<file path="src/rtl/lif_sweep_scheduler_pkg.sv">
// Shared types, default dimensions and the saturating membrane update used by the
// LIF sweep scheduler and its update core.
package lif_pkg;

    localparam int LIF_NUM_NEURONS  = 8;
    localparam int LIF_V_WIDTH      = 8;
    localparam int LIF_LEAK_SHIFT   = 3;
    localparam int LIF_WEIGHT       = 64;
    localparam int LIF_THRESH_RST   = 200;
    localparam int LIF_REFRAC_TICKS = 2;
    localparam int ID_W             = $clog2(LIF_NUM_NEURONS);

    typedef enum logic [1:0] {
        ST_IDLE = 2'd0,
        ST_CALC = 2'd1,
        ST_EMIT = 2'd2
    } lif_state_e;

    // One extra bit of headroom catches the carry so the result can clamp at all-ones.
    function automatic logic [LIF_V_WIDTH-1:0] lif_update(
        input logic [LIF_V_WIDTH-1:0] v,
        input logic                   spk,
        input int unsigned            shift,
        input int unsigned            weight
    );
        logic [LIF_V_WIDTH:0] vx;
        logic [LIF_V_WIDTH:0] w;
        logic [LIF_V_WIDTH:0] sum;
        vx  = {1'b0, v};
        w   = spk ? weight[LIF_V_WIDTH:0] : '0;
        sum = vx - (vx >> shift) + w;
        return sum[LIF_V_WIDTH] ? {LIF_V_WIDTH{1'b1}} : sum[LIF_V_WIDTH-1:0];
    endfunction

endpackage

</file>
<file path="src/rtl/lif_sweep_scheduler_if.sv">
// Output spike-event channel: valid/ready handshake carrying the firing neuron index.
interface lif_sweep_scheduler_if #(
    parameter int OUT_ID_W = lif_pkg::ID_W
);

    logic                out_valid;
    logic [OUT_ID_W-1:0] out_id;
    logic                out_ready;

    modport master (
        output out_valid,
        output out_id,
        input  out_ready
    );

    modport slave (
        input  out_valid,
        input  out_id,
        output out_ready
    );

endinterface

</file>
<file path="src/rtl/lif_sweep_scheduler_update_core.sv">
// Combinational single-neuron LIF step: refractory countdown, leak + weighted input,
// threshold compare. Shared by every virtual neuron of the sweep.
module lif_update_core
    import lif_pkg::*;
#(
    parameter int V_WIDTH      = LIF_V_WIDTH,
    parameter int R_W          = $clog2(LIF_REFRAC_TICKS + 1),
    parameter int LEAK_SHIFT   = LIF_LEAK_SHIFT,
    parameter int WEIGHT       = LIF_WEIGHT,
    parameter int REFRAC_TICKS = LIF_REFRAC_TICKS
) (
    input  logic [V_WIDTH-1:0] v_i,
    input  logic               spk_i,
    input  logic [R_W-1:0]     refrac_i,
    input  logic [V_WIDTH-1:0] thr_i,
    output logic [V_WIDTH-1:0] next_v_o,
    output logic [R_W-1:0]     next_refrac_o,
    output logic               fire_o
);

    logic [V_WIDTH-1:0] sum;

    assign sum = lif_update(v_i, spk_i, LEAK_SHIFT, WEIGHT);

    // A refractory neuron is pinned at zero and deaf to its input bit.
    always_comb begin
        next_v_o      = v_i;
        next_refrac_o = refrac_i;
        fire_o        = 1'b0;
        if (refrac_i != '0) begin
            next_refrac_o = R_W'(refrac_i - 1'b1);
            next_v_o      = '0;
        end else if (sum >= thr_i) begin
            fire_o        = 1'b1;
            next_v_o      = '0;
            next_refrac_o = R_W'(REFRAC_TICKS);
        end else begin
            next_v_o      = sum;
        end
    end

endmodule

</file>
<file path="src/rtl/lif_sweep_scheduler.sv">
// Time-multiplexed LIF array: each accepted tick sweeps all virtual neurons in index
// order through one shared update core and emits an event for every neuron that fires.
module lif_sweep_scheduler
    import lif_pkg::*;
#(
    parameter int NUM_NEURONS  = LIF_NUM_NEURONS,
    parameter int V_WIDTH      = LIF_V_WIDTH,
    parameter int LEAK_SHIFT   = LIF_LEAK_SHIFT,
    parameter int WEIGHT       = LIF_WEIGHT,
    parameter int THRESH_RST   = LIF_THRESH_RST,
    parameter int REFRAC_TICKS = LIF_REFRAC_TICKS
) (
    input  logic                   clk,
    input  logic                   rst_n,
    input  logic                   tick_i,
    input  logic [NUM_NEURONS-1:0] spike_in_i,
    input  logic                   cfg_thresh_we_i,
    input  logic [V_WIDTH-1:0]     cfg_thresh_i,
    lif_sweep_scheduler_if.master  out_if,
    output logic                   busy_o,
    output logic                   sweep_done_o,
    output logic                   tick_overrun_o
);

    localparam int IDX_W = $clog2(NUM_NEURONS);
    localparam int R_W   = $clog2(REFRAC_TICKS + 1);

    lif_state_e             state_q, state_d;
    logic [IDX_W-1:0]       idx_q, idx_d;
    logic                   done_q, done_d;
    logic                   ovr_q, ovr_d;
    logic [NUM_NEURONS-1:0] spk_q;
    logic [V_WIDTH-1:0]     thr_q;
    logic [V_WIDTH-1:0]     thresh_q;
    logic [V_WIDTH-1:0]     v_q      [NUM_NEURONS];
    logic [R_W-1:0]         refrac_q [NUM_NEURONS];

    logic                   accept_tick;
    logic                   write_en;
    logic                   last_idx;
    logic [V_WIDTH-1:0]     core_v;
    logic [R_W-1:0]         core_refrac;
    logic                   core_fire;

    assign last_idx = (idx_q == IDX_W'(NUM_NEURONS - 1));

    lif_update_core #(
        .V_WIDTH      (V_WIDTH),
        .R_W          (R_W),
        .LEAK_SHIFT   (LEAK_SHIFT),
        .WEIGHT       (WEIGHT),
        .REFRAC_TICKS (REFRAC_TICKS)
    ) u_core (
        .v_i           (v_q[idx_q]),
        .spk_i         (spk_q[idx_q]),
        .refrac_i      (refrac_q[idx_q]),
        .thr_i         (thr_q),
        .next_v_o      (core_v),
        .next_refrac_o (core_refrac),
        .fire_o        (core_fire)
    );

    // Ticks are refused while sweeping and in the done cycle, so back-to-back sweeps
    // always present a clean sweep_done pulse.
    always_comb begin
        state_d     = state_q;
        idx_d       = idx_q;
        done_d      = 1'b0;
        ovr_d       = ovr_q;
        accept_tick = 1'b0;
        write_en    = 1'b0;

        if (tick_i && ((state_q != ST_IDLE) || done_q)) begin
            ovr_d = 1'b1;
        end

        unique case (state_q)
            ST_IDLE: begin
                if (tick_i && !done_q) begin
                    accept_tick = 1'b1;
                    idx_d       = '0;
                    state_d     = ST_CALC;
                end
            end
            ST_CALC: begin
                write_en = 1'b1;
                if (core_fire) begin
                    state_d = ST_EMIT;
                end else if (last_idx) begin
                    state_d = ST_IDLE;
                    done_d  = 1'b1;
                end else begin
                    idx_d   = IDX_W'(idx_q + 1'b1);
                end
            end
            ST_EMIT: begin
                if (out_if.out_ready) begin
                    if (last_idx) begin
                        state_d = ST_IDLE;
                        done_d  = 1'b1;
                    end else begin
                        idx_d   = IDX_W'(idx_q + 1'b1);
                        state_d = ST_CALC;
                    end
                end
            end
            default: begin
                state_d = ST_IDLE;
            end
        endcase
    end

    // thr_q samples the threshold before any same-cycle write lands in thresh_q.
    always_ff @(posedge clk or negedge rst_n) begin
        if (!rst_n) begin
            state_q  <= ST_IDLE;
            idx_q    <= '0;
            done_q   <= 1'b0;
            ovr_q    <= 1'b0;
            spk_q    <= '0;
            thr_q    <= V_WIDTH'(THRESH_RST);
            thresh_q <= V_WIDTH'(THRESH_RST);
        end else begin
            state_q <= state_d;
            idx_q   <= idx_d;
            done_q  <= done_d;
            ovr_q   <= ovr_d;
            if (accept_tick) begin
                spk_q <= spike_in_i;
                thr_q <= thresh_q;
            end
            if (cfg_thresh_we_i) begin
                thresh_q <= cfg_thresh_i;
            end
        end
    end

    always_ff @(posedge clk or negedge rst_n) begin
        if (!rst_n) begin
            for (int i = 0; i < NUM_NEURONS; i++) begin
                v_q[i]      <= '0;
                refrac_q[i] <= '0;
            end
        end else if (write_en) begin
            v_q[idx_q]      <= core_v;
            refrac_q[idx_q] <= core_refrac;
        end
    end

    assign out_if.out_valid = (state_q == ST_EMIT);
    assign out_if.out_id    = idx_q;
    assign busy_o           = (state_q != ST_IDLE);
    assign sweep_done_o     = done_q;
    assign tick_overrun_o   = ovr_q;

endmodule

</file>
<file path="src/flat_wrapper.sv">
// flat-port wrapper written by rule: the top's interface ports become plain ports
module lif_sweep_scheduler_flat import lif_pkg::*;
#(
    parameter int NUM_NEURONS  = LIF_NUM_NEURONS,
    parameter int V_WIDTH      = LIF_V_WIDTH,
    parameter int LEAK_SHIFT   = LIF_LEAK_SHIFT,
    parameter int WEIGHT       = LIF_WEIGHT,
    parameter int THRESH_RST   = LIF_THRESH_RST,
    parameter int REFRAC_TICKS = LIF_REFRAC_TICKS
)
  (clk, rst_n, tick_i, spike_in_i, cfg_thresh_we_i, cfg_thresh_i, busy_o, sweep_done_o, tick_overrun_o, out_if_out_valid, out_if_out_id, out_if_out_ready);
  lif_sweep_scheduler_if #(.OUT_ID_W(3)) out_if_i ();
  input  logic clk;
  input  logic rst_n;
  input  logic tick_i;
  input  logic [NUM_NEURONS-1:0] spike_in_i;
  input  logic cfg_thresh_we_i;
  input  logic [V_WIDTH-1:0] cfg_thresh_i;
  output logic busy_o;
  output logic sweep_done_o;
  output logic tick_overrun_o;
  output wire logic [$bits(out_if_i.out_valid)-1:0] out_if_out_valid;
  output wire logic [$bits(out_if_i.out_id)-1:0] out_if_out_id;
  input wire logic [$bits(out_if_i.out_ready)-1:0] out_if_out_ready;
  assign out_if_out_valid = out_if_i.out_valid;
  assign out_if_out_id = out_if_i.out_id;
  assign out_if_i.out_ready = out_if_out_ready;
  lif_sweep_scheduler #(.NUM_NEURONS(NUM_NEURONS), .V_WIDTH(V_WIDTH), .LEAK_SHIFT(LEAK_SHIFT), .WEIGHT(WEIGHT), .THRESH_RST(THRESH_RST), .REFRAC_TICKS(REFRAC_TICKS)) u_core (.clk(clk), .rst_n(rst_n), .tick_i(tick_i), .spike_in_i(spike_in_i), .cfg_thresh_we_i(cfg_thresh_we_i), .cfg_thresh_i(cfg_thresh_i), .out_if(out_if_i), .busy_o(busy_o), .sweep_done_o(sweep_done_o), .tick_overrun_o(tick_overrun_o));
endmodule
</file>
<file path="config.mk">
export PLATFORM = sky130hd
export DESIGN_NAME = lif_sweep_scheduler_flat
export DESIGN_NICKNAME = d
export VERILOG_FILES = /design/src/rtl/lif_sweep_scheduler_pkg.sv /design/src/rtl/lif_sweep_scheduler_if.sv /design/src/rtl/lif_sweep_scheduler_update_core.sv /design/src/rtl/lif_sweep_scheduler.sv /design/src/flat_wrapper.sv
export SDC_FILE = /design/constraint.sdc
export NUM_CORES = 1
export LEC_CHECK = 0
export ABC_AREA = 1
export CORE_MARGIN = 10
export CORE_UTILIZATION = 45
export CTS_CLUSTER_DIAMETER = 30
export DETAILED_ROUTE_END_ITERATION = 6
export GPL_ROUTABILITY_DRIVEN = 0
export SYNTH_ARGS = -nofsm -noshare
export SYNTH_HDL_FRONTEND = slang
export SYNTH_SLANG_ARGS = --single-unit
</file>
<file path="constraint.sdc">
create_clock -name clk -period 10.1 [get_ports clk]
set_input_delay 3.03 -clock clk [delete_from_list [all_inputs] [get_ports clk]]
set_output_delay 3.03 -clock clk [all_outputs]
set_load 0.03 [all_outputs]
</file>
# After elaboration in Yosys (flattened, before gate mapping)
# Cells that the tools add are included.
[totals]
reg_bits = 111
inputBits = 21
[classes]
n_addsub = 4
magnitude_cmp = 4
eq_ne = 7
mux = 40
bitwise = 1
n_reduce_logical = 11
[ops]
columns = ["operator", "n"]
rows = [
  ["bitwise mux 64 bit", 1],
  ["two-way mux 8 bit", 6],
  ["binary-select mux 8 bit (select 3 bit)", 1],
  ["demux 8 bit (select 3 bit)", 1],
  ["two-way mux 2 bit", 9],
  ["bitwise mux 16 bit", 1],
  ["two-way mux 3 bit", 4],
  ["two-way mux 1 bit", 10],
  ["adder 9 bit", 1],
  ["one-hot mux 3 bit (3 select lines)", 1],
  ["subtractor 8 x 5 -> 9 bit", 1],
  [">= comparator 8 bit", 1],
  ["two-way mux 7 bit", 1],
  ["binary-select mux 2 bit (select 3 bit)", 1],
  ["demux 2 bit (select 3 bit)", 1],
  ["one-hot mux 2 bit (3 select lines)", 1],
  [">= comparator 4 bit (second input constant)", 1],
  ["less-than comparator 3 x 4 -> 1 bit (second input constant)", 1],
  ["less-than comparator 4 x 1 -> 1 bit (second input constant)", 1],
  ["inequality test 2 x 1 -> 1 bit (second input constant)", 2],
  ["NOT 3 -> 4 bit", 1],
  ["AND reduction 4 bit", 1],
  ["nonzero test 2 bit", 2],
  ["adder 3 x 1 -> 3 bit (second input constant)", 1],
  ["14 further kinds", 16],
]

# Longest topological paths before layout
[depth]
ltp_word = 12
depth_mapped = 32
depth_no_buf = 31

# Hierarchy
# From an unflattened synthesis, not the netlist that was laid out.
[hier_totals]
cells_unflattened = 823
area_unflattened_um2 = 6093.3
[modules_own_cells]
columns = ["mod", "n_inst", "cells_per_inst", "area_per_inst_um2"]
rows = [
  ["lif_sweep_scheduler", 1, 687, 5292.6],
  ["lif_update_core", 1, 136, 800.8],
]

# Worst setup path after synthesis
# No wires, ideal clock.
[synth_path]
path_kind = "register to register"
startpoint = "reg u_core.idx_q[0] (netlist: u_core.out_if.out_id[0])"
endpoint = "reg u_core.v_q[40] in the netlist's numbering"
arrival_time_ps = 4845
path_slack_ps = 5190
path_stages_with_launch = 27
n_path_buf = 5
period_less_slack_ps = 4910
cell_sequence = "dfrtp_1 > buf_6 > buf_2 > clkbuf_1 > buf_1 > o21ai_0 > o221ai_1 > ha_1 > ha_1 > a21oi_1 > nand2_1 > a21o_1 > nand2_1 > nand2_1 > nand2_1 > nand3_2 > nand2_8 > nand2_4 > ha_1 > a21oi_1 > o21ai_0 > nand2_1 > o2111ai_1 > nor3_4 > buf_6 > nand3_1 > nand2_1"
[synth_via]
elab_chain_cells = 11
word_cells_on_any_way = 23
classes_between = "add/sub: 2; order compare: 3; mux: 15; bitwise: 1; reduce/logical: 2"
[synth_rtl]
columns = ["element", "line", "rtl"]
rows = [
  ["from (decl)", "lif_sweep_scheduler.sv:29", "logic [IDX_W-1:0] idx_q, idx_d;"],
  ["from (signal assigned)", "lif_sweep_scheduler.sv:125", "idx_q <= idx_d;"],
  ["NOT 3 -> 4 bit (implied by the code)", "lif_sweep_scheduler.sv:54, lif_sweep_scheduler.sv:56, lif_sweep_scheduler.sv:145", ""],
  ["binary-select mux 8 bit (select 3 bit)", "lif_sweep_scheduler.sv:54", ".v_i (v_q[idx_q]),"],
  ["two-way mux 8 bit (implied by the code) (2 in a row)", "lif_sweep_scheduler.sv:54", ""],
  ["subtractor 8 x 5 -> 9 bit", "lif_sweep_scheduler_pkg.sv:31", "sum = vx - (vx >> shift) + w;"],
  ["adder 9 bit", "lif_sweep_scheduler_pkg.sv:31", ""],
  ["two-way mux 8 bit", "lif_sweep_scheduler_pkg.sv:32", "return sum[LIF_V_WIDTH] ? {LIF_V_WIDTH{1'b1}} : sum[LIF_V_WIDTH-1:0];"],
  [">= comparator 8 bit", "lif_sweep_scheduler_update_core.sv:33", "end else if (sum >= thr_i) begin"],
  ["two-way mux 8 bit", "lif_sweep_scheduler_update_core.sv:33", ""],
  ["two-way mux 8 bit", "lif_sweep_scheduler_update_core.sv:30", "if (refrac_i != '0) begin"],
  ["bitwise mux 64 bit (*)", "lif_sweep_scheduler.sv:145", "v_q[idx_q] <= core_v;"],
  ["to (signal, indexed assignment)", "lif_sweep_scheduler.sv:145", ""],
  ["to (decl)", "lif_sweep_scheduler.sv:35", "logic [V_WIDTH-1:0] v_q [NUM_NEURONS];"],
]
# Every way passes the cells marked *; elsewhere a longest branch is shown, timed or not. The select of a mux whose other input is x is not followed.
# A chain may end at the register's enable or synchronous reset.

# Final worst setup path
[layout_path]
startpoint = "reg u_core.idx_q[0] (netlist: u_core.out_if.out_id[0])"
endpoint = "reg u_core.v_q[33] in the netlist's numbering"
# Same word-level chain as after synthesis.

==> results summary <==
The average wire per standard cell is 16.9 um. After clock tree synthesis, the flow added hold-fix buffers numbering 0. The depth of the CTS H-tree is 3. In this run the mean area of a mapped cell was 8.17 sq um. The root buffer cell chosen for the clock tree is clkbuf_16. The flip-flop cell with the highest count after synthesis is dfrtp_1. The total I/O pin count came out at 28. STA classifies the critical path endpoint as a register. The pin count of the biggest net entering global routing is 65. For the worst-skew pair, the clock arrives at the later sink with an insertion delay of 0.36 ns. The number of max-slew violations in the final report is 0. After detailed routing, the number of vias per cell comes to 5.39.

The number of nets with antenna violations after detailed routing came out at 0. In the global route stage, overall resource usage came out at 17.8%. The mapped netlist covers 5900 sq um.

Setup repair after global routing left no endpoint under its margin. Of all nets on the critical path, the largest fanout is 64. In this run the tool buffered the top-level ports with 27 buffer cells.

In this run, synthesis produced a sequential element count of 111. Sequential cells were found to cover 47.2% of the synthesized design area. The endpoint required time on the critical path came out at 10.40 ns. The share of synthesized flip-flops with an asynchronous set or reset is 100%. The number of hold-slack violations in the final timing report is 0. The number of optimization iterations in the first detailed-route pass came out at 5. The initial standard-cell utilization of the core came out at 46.4%.

In the layout the commonest cells are 208 x nand2_1, 105 x dfrtp_1, 79 x nand3_1. The synthesized netlist cell count came out at 722. In this run, synthesis inferred 0 flip-flops with an integrated enable.

The filler cell count in the final layout came out at 1254. The share of cells above drive strength 1 is 8.95%. The number of antenna violations at the first check in global routing came to 0. The post-place instance area is 6290 sq um. The total congestion overflow came out at 0. The post-CTS setup-driven buffer insertion count came out at 0. The final worst clock skew came out at 0.00709 ns. The leading cell type in the layout, fill and taps excluded is nand2_1.

With fillers left out, the area of the finished cells amounts to 6580 sq um. The total clock sinks came out at 111. The CTS clock-pin slew for the worst setup and hold paths is 0.08 ns. The flow ran to the end, and the final reports show no timing, DRC or antenna violations. TritonCTS built the clock tree.

The die height came out at 134 um. The number of global-route vias before repair is 4762. The max-slew headroom at the worst pin is 33.6%.

STA classifies the critical path startpoint as a register. Clock tree synthesis inserted a total of 9 buffers. Detailed placement finished with a half-perimeter wire length of 10600 um. For the pin with the worst max-slew slack, the measured transition is 0.992 ns. The setup path with the least slack is of type reg2reg. The count of warnings emitted by yosys is 0.

The area added between synthesis and finish is 11.5%. The maximum frequency from static timing analysis is 0.176 GHz. The synthesized net count came out at 769. The min-delay analysis places its worst path in the category reg2reg. The count of inserted antenna diode cells is 0. The final period demand of the worst path is 5.69 ns. The wire length of the first global-routing pass came out at 25500 um.

The number of failing setup endpoints in the final timing report came out at 0. The core box area is 12700 sq um. The detailed router's first-iteration violation count came out at 519. The remaining design rule violation count is 0. The number of distinct library cells after synthesis came out at 47. The floorplan die area came out at 18100 sq um. In this run the deepest clock path goes through 2 buffers. After clock tree synthesis, the repair step resized 0 gates.

The final period utilization came out at 56.3%. The max-cap check violation count is 0. The arrival time at the worst endpoint is 5.99 ns. The floorplan step set the die width to 134 um. Row generation in the floorplan step produced 41 rows. The net count of the finished layout is 791.

The total wire length came out at 15600 um. The final total negative setup slack came out at 0 ns. The total via count in the routed design came out at 4967.
[final cells by class]
type / instances / area, sq um / area share (%)
multi-input cells: 513 / 2680 / 40.7
well taps: 172 / 215 / 3.27
clock inverters: 7 / 62.6 / 0.951
clock buffers: 9 / 225 / 3.42
repair buffers: 37 / 343 / 5.21
flip-flops and latches: 111 / 2790 / 42.3
inverters: 72 / 270 / 4.11
[critical path, cell delays in order (launching register included)]
cell and delay (ns):
dfrtp_1 0.36, inv_2 0.26, nand2_2 0.20, clkinv_1 0.29, o2bb2ai_1 0.23, a2111oi_0 0.53, ha_1 0.35, ha_1 0.35
a21oi_1 0.14, nand2_1 0.09, a21o_1 0.16, nand2_1 0.06, nand2_1 0.08, nand2_1 0.11, nand3_2 0.12, nand2_8 0.17
nand2_4 0.12, ha_1 0.32, a21oi_1 0.14, o21ai_0 0.09, nand2_1 0.06, o2111ai_1 0.30, nor3_4 0.21, buf_4 0.55
nand3_1 0.17, nand2_1 0.09
[routing by layer]
metal | share of wire [%] | global-route usage (%)
met1 | 45 | 23.5
met2 | 46 | 27.7
met3 | 6.5 | 4.93
met4 | 1.8 | 5.20
met5 | 0 | 0
[kinds of logic (layout without fill, tap and decap cells)]
group	after synthesis	after routing	synth area share (%)
mux	8	8	1.53
xor+xnor	3	3	0.446
buf+inv	98	125	7.40
fa+ha+maj	26	26	5.64
flops	111	111	47.2
compound gates	100	100	9.59
simple gates	376	376	28.2
[sequential cells by signal, summed over array words and instances, names as in the netlist]
| signal | flops |
|---|---|
| u_core.refrac_q | 16 |
| u_core.tick_overrun_o | 1 |
| u_core.v_q | 64 |
| u_core.spk_q | 8 |
| u_core.state_q | 2 |
| u_core.thresh_q | 8 |
| u_core.out_if.out_id | 3 |
| u_core.sweep_done_o | 1 |
| u_core.thr_q | 8 |
[path summary, 6_finish.rpt]
| kind | startpoint | to | slack, ns | cells past startpoint |
|---|---|---|---|---|
| max | u_core.out_if.out_id[0] | u_core.v_q[33] | 4.41 | 25 |
| min | u_core.thresh_q[7] | u_core.thresh_q[7] | 0.48 | 2 |
| max reg2reg | u_core.out_if.out_id[0] | u_core.v_q[33] | 4.41 | 25 |
| min reg2reg | u_core.thresh_q[7] | u_core.thresh_q[7] | 0.48 | 2 |
| max in group asynchronous | rst_n | u_core.v_q[44] | 6.14 | 2 |
| min in group asynchronous | rst_n | u_core.tick_overrun_o | 2.70 | 1 |
[cells in the mapped netlist, drive strengths merged (4+ instances only)]
master / number / area (sq um)
dfstp: 6 / 158
nor3: 5 / 36.3
clkinv: 9 / 33.8
dfrtp: 105 / 2630
nand2: 222 / 922
nor2: 61 / 239
a21oi: 10 / 50.1
buf: 18 / 136
mux2: 8 / 90.1
clkbuf: 8 / 30.0
nand3: 80 / 405
ha: 25 / 313
o21ai: 67 / 335
a31oi: 4 / 25.0
inv: 63 / 236
[stage by stage]
step	instances	hold slack, ns	utilization, %	setup slack, ns
6_report	921	0.482	51.7	4.41
2_1_floorplan	722	0.441	-	5.19
3_3_place_gp	905	0.448	49.4	4.64
5_1_grt	921	0.499	51.7	3.88
4_1_cts	921	0.483	51.7	4.45
3_5_place_dp	905	0.459	49.4	4.48
Power is not shown: default switching activity piles up to over one toggle a cycle in this logic, so the estimate is an artifact.
==> edit 1, RTL diff (same settings) <==
The 3 states of `lif_state_e` get a one-hot encoding in 3 bits.
--- a/src/rtl/lif_sweep_scheduler_pkg.sv
+++ b/src/rtl/lif_sweep_scheduler_pkg.sv
@@ -10,10 +10,10 @@
     localparam int LIF_REFRAC_TICKS = 2;
     localparam int ID_W             = $clog2(LIF_NUM_NEURONS);
 
-    typedef enum logic [1:0] {
-        ST_IDLE = 2'd0,
-        ST_CALC = 2'd1,
-        ST_EMIT = 2'd2
+    typedef enum logic [2:0] {
+        ST_IDLE = 3'b001,
+        ST_CALC = 3'b010,
+        ST_EMIT = 3'b100
     } lif_state_e;
 
     // One extra bit of headroom catches the carry so the result can clamp at all-ones.
Formal check against the unedited RTL: no difference found for any inputs over 10 cycles, from zero or initial values and one cycle with rst_n low; not proved beyond that.
==> edit 1 against the original RTL <==
Routed wire length is 0.85% lower. Global-route usage shrank 0.11 points. Area after synthesis down 0.98%. First-iteration DRC count is 2.7% lower. Core utilization increased by 0.35 points. Largest cell class unchanged. Hold slack got worse by 0.0056 ns. Setup slack worse by 0.52 ns. Sequential cell count up 1. Final cell count fell by 0.87%. Final area up 0.27%. Fmax shrank 8.4%.
Power is not shown: default switching activity piles up to over one toggle a cycle in this logic, so the estimate is an artifact.
==> edit 1: results <==
[outcome]
outcome = completed

[place]
dp.cells = 897
dpl.hpwl_mm = 11.0
place_area_um2 = 6250
pre_cts_ws_ns = 3.91
io_buffers = 27

[yosys]
muxShareOfSynthArea_pct = 0.771
synth-compound-area-share_pct = 9.21
synthFlopType = dfrtp_1
avgSynthCellArea_um2 = 8.24
synth_common_cells = 231 x nand2_1, 105 x dfrtp_1, 79 x nand3_1, 73 x inv_1, 39 x o21ai_0
async_flop_share_pct = 100
synth.yosys.seq_area_share_pct = 48.1
syn_nets = 752
ys_types = 40
yosys-top-cells-area = dfrtp_1 45%, nand2_1 15%, nand3_1 6.8%
yosysWarnings = 0
synthAdderAreaFrac_pct = 4.84
synth_xor_area_share_pct = 0.450

[drt]
drt_iter0_drc = 505
viasPerCell = 5.26
drtPass1Iterations = 7
wl_per_cell_um = 16.9

[worst_setup_path]
cpLargestDelayFamily = simple AND/OR/NAND/NOR gates
r2r_cells = 27
slowest_delay_ns = 0.81
crit_path_max_fanout = 38
arrival_ns = 6.50
slowest_stage = nor3_4
worstReg2RegEnd = u_core.v_q[12]

[timing]
relSlewSlack_pct = 28.8
hold_slack_ns = 0.477
finalClockSkew_ns = 0.00877

[cells_and_area]
drive_above_1_share_pct = 9.45
reg_top3 = u_core.v_q: 64 flops, u_core.refrac_q: 16 flops
stdcell_count = 913
layout.nets = 779

[cts]
cts-root-buf = clkbuf_16
cts_buffers = 9
clk_pin_slew_ns = 0.08

[min_path]
hold_start = u_core.tick_overrun_o
min_path_type = reg -> reg
holdPathStages = 1
hold_end = u_core.tick_overrun_o

[global_routing]
grt_pass1_vias = 4608
grt_max_degree = 66
track_usage_pct = 17.7
grt_pass1_wl_mm = 25.2
edit 1: routing by layer:
metal | track usage [%] | part of all wire (%) | wire length, um | up-vias
li1 | - | - | - | 2342
met5 | 0 | 0 | 0 | -
met2 | 27.1 | 46 | 7050 | 152
met3 | 4.52 | 7.5 | 1160 | 17
met4 | 4.41 | 1.5 | 230 | 0
met1 | 24.3 | 45 | 7010 | 2292
edit 1: layout make-up:
class                           instances  area (um^2)
Fill cell                            1228         6080
Timing Repair Buffer                   34          320
Multi-Input combinational cell        487         2560
Clock buffer                            9          225
Clock inverter                          7          119
Sequential cell                       112         2810
Inverter                               92          348
Tap cell                              172          215
edit 1: worst max path at each step:
stage	endpoint	slack, ns	cells after the start
final	u_core.v_q[12]	3.89	27
after global routing	u_core.v_q[12]	3.32	27
after CTS	u_core.v_q[12]	3.88	27
after detailed placement	u_core.v_q[12]	3.91	27
after global placement	u_core.v_q[55]	4.08	27
after floorplan	u_core.v_q[16]	5.50	28
==> edit 2, RTL diff (config.mk and constraints unchanged) <==
Made on the original files. The package constant `LIF_V_WIDTH` goes from 8 to 10.
--- a/src/rtl/lif_sweep_scheduler_pkg.sv
+++ b/src/rtl/lif_sweep_scheduler_pkg.sv
@@ -3,7 +3,7 @@
 package lif_pkg;
 
     localparam int LIF_NUM_NEURONS  = 8;
-    localparam int LIF_V_WIDTH      = 8;
+    localparam int LIF_V_WIDTH      = 10;
     localparam int LIF_LEAK_SHIFT   = 3;
     localparam int LIF_WEIGHT       = 64;
     localparam int LIF_THRESH_RST   = 200;
Ports: changed (resized cfg_thresh_i); port bits go from 28 to 30. No check against the original RTL was run, so the function may have changed too.
==> edit 2 against the original RTL <==
Global-route usage fell by 0.38 points. Hold slack got worse by 0.0042 ns. Die area rose by 19%. Final area rose by 25%. Via count rose by 18%. Setup slack got worse by 0.78 ns. Critical path type unchanged. Sequential cell count rose by 20. Area after synthesis rose by 22%. Routed wire length rose by 16%.
Power is left out: the tool's default activity adds up to more than one toggle a clock period on the data nets, which glitch-free logic cannot reach.
==> edit 2: results <==
[drt]
wl_per_cell_um = 15.6
drt_iter0_drc = 730
ant_nets = 0
viasPerCell = 5.08
drtPass1Iterations = 7

[timing]
finalClockSkew_ns = 0.0103
tightest_slew_ns = 1.02

[cts]
cts-root-buf = clkbuf_16
cts_buffer_depth = 2
clk_latency_ns = 0.43
cts_buffers = 17
cts_setup_buffers = 0
postCtsResizedCells = 0
htree_levels = 4
clk_pin_slew_ns = 0.06

[worst_setup_path]
crit_type = reg -> reg
cpLargestDelayFamily = simple AND/OR/NAND/NOR gates
crit_path_max_fanout = 80
slowest_stage = dfrtp_2
regToRegStartpoint = u_core.out_if.out_id[0]
slowest_delay_ns = 1.03
arrival_ns = 6.83

[yosys]
ys_types = 40
synth.yosys.seq_area_share_pct = 45.5
yosysWarnings = 0
synth_common_cells = 280 x nand2_1, 125 x dfrtp_1, 96 x nand3_1, 94 x nor2_1, 85 x inv_1
syn_nets = 973
async_flop_share_pct = 100
yosys-top-cells-area = dfrtp_1 43%, nand2_1 15%, nand3_1 6.7%

[place]
dpl.hpwl_mm = 12.1
pre_cts_ws_ns = 3.71
io_buffers = 29

[global_routing]
grt_pass1_wl_mm = 30.2
antenna_found_initial = 0
grt_max_degree = 81
track_usage_pct = 17.4
grt_pass1_vias = 5594

[min_path]
hold_start = u_core.v_q[6]
min_path_type = reg -> reg

[cells_and_area]
layout.nets = 982
reg_top3 = u_core.v_q: 80 flops, u_core.refrac_q: 16 flops
antenna_cells = 0
drive_above_1_share_pct = 8.63

[outcome]
outcome = completed
==> edit 2: cell count changes after synthesis, sizes merged, moves of 4 or more <==
cell | before | now
o21ai | 67 | 83
nand2 | 222 | 284
nor3 | 5 | 0
buf | 18 | 23
inv | 63 | 90
clkinv | 9 | 0
ha | 25 | 31
nand3 | 80 | 107
dfrtp | 105 | 125
nor2 | 61 | 100
nand4 | 3 | 7
a31oi | 4 | 0
clkbuf | 8 | 20
==> edit 2: cells by family (layout without fill, tap and decap cells) <==
group / after synthesis / count (layout) / synth area share [%]
and+or+nand+nor: 505 / 505 / 31.4
buffers and inverters: 133 / 155 / 7.66
DFF: 131 / 131 / 45.5
AOI/OAI and AO/OA: 102 / 102 / 7.59
adders and majority gates: 33 / 33 / 5.93
muxes: 8 / 8 / 1.25
xor gates and xnor gates: 5 / 5 / 0.607
==> edit 2: path summary, 6_finish.rpt <==
check                                           to  slack, ns  cells after the start
min reg2reg                          u_core.v_q[6]       0.48                      2
min                                  u_core.v_q[6]       0.48                      2
max                                 u_core.v_q[78]       3.64                     18
max reg2reg                         u_core.v_q[78]       3.64                     18
min in group asynchronous           u_core.v_q[47]       2.56                      1
max in group asynchronous  u_core.out_if.out_id[0]       6.10                      2
==> edit 2: stage by stage <==
stage               cell area [um^2]  util [%]  std cells  hold slack (ns)
detailed placement              7590      48.0       1123            0.460
floorplan                       7220         -        917            0.442
global route                    8200      51.8       1155            0.490
finish                          8200      51.8       1155            0.478
CTS                             8200      51.8       1155            0.477
global placement                7590      48.0       1123            0.452
==> edit 2: routing by layer <==
layer  GRT usage [%]  part of all wire [%]  vias up
li1                -                     -     2952
met3            4.94                   6.7       16
met2            24.8                    43      200
met1            25.0                    49     2695
met5               0                     0        -
met4            4.60                   1.4        0
==> edit 2: layout make-up <==
class	count	area, um^2
Fill cell	1546	7630
Multi-Input combinational cell	653	3380
Sequential cell	131	3290
Clock buffer	17	425
Inverter	90	338
Timing Repair Buffer	33	322
Tap cell	216	270
Clock inverter	15	180
==> edit 2: worst min-delay path: cells and delay by family (launching register included) <==
kind          cells  cell delay, ns
simple gates      2            0.10
flops             1            0.34
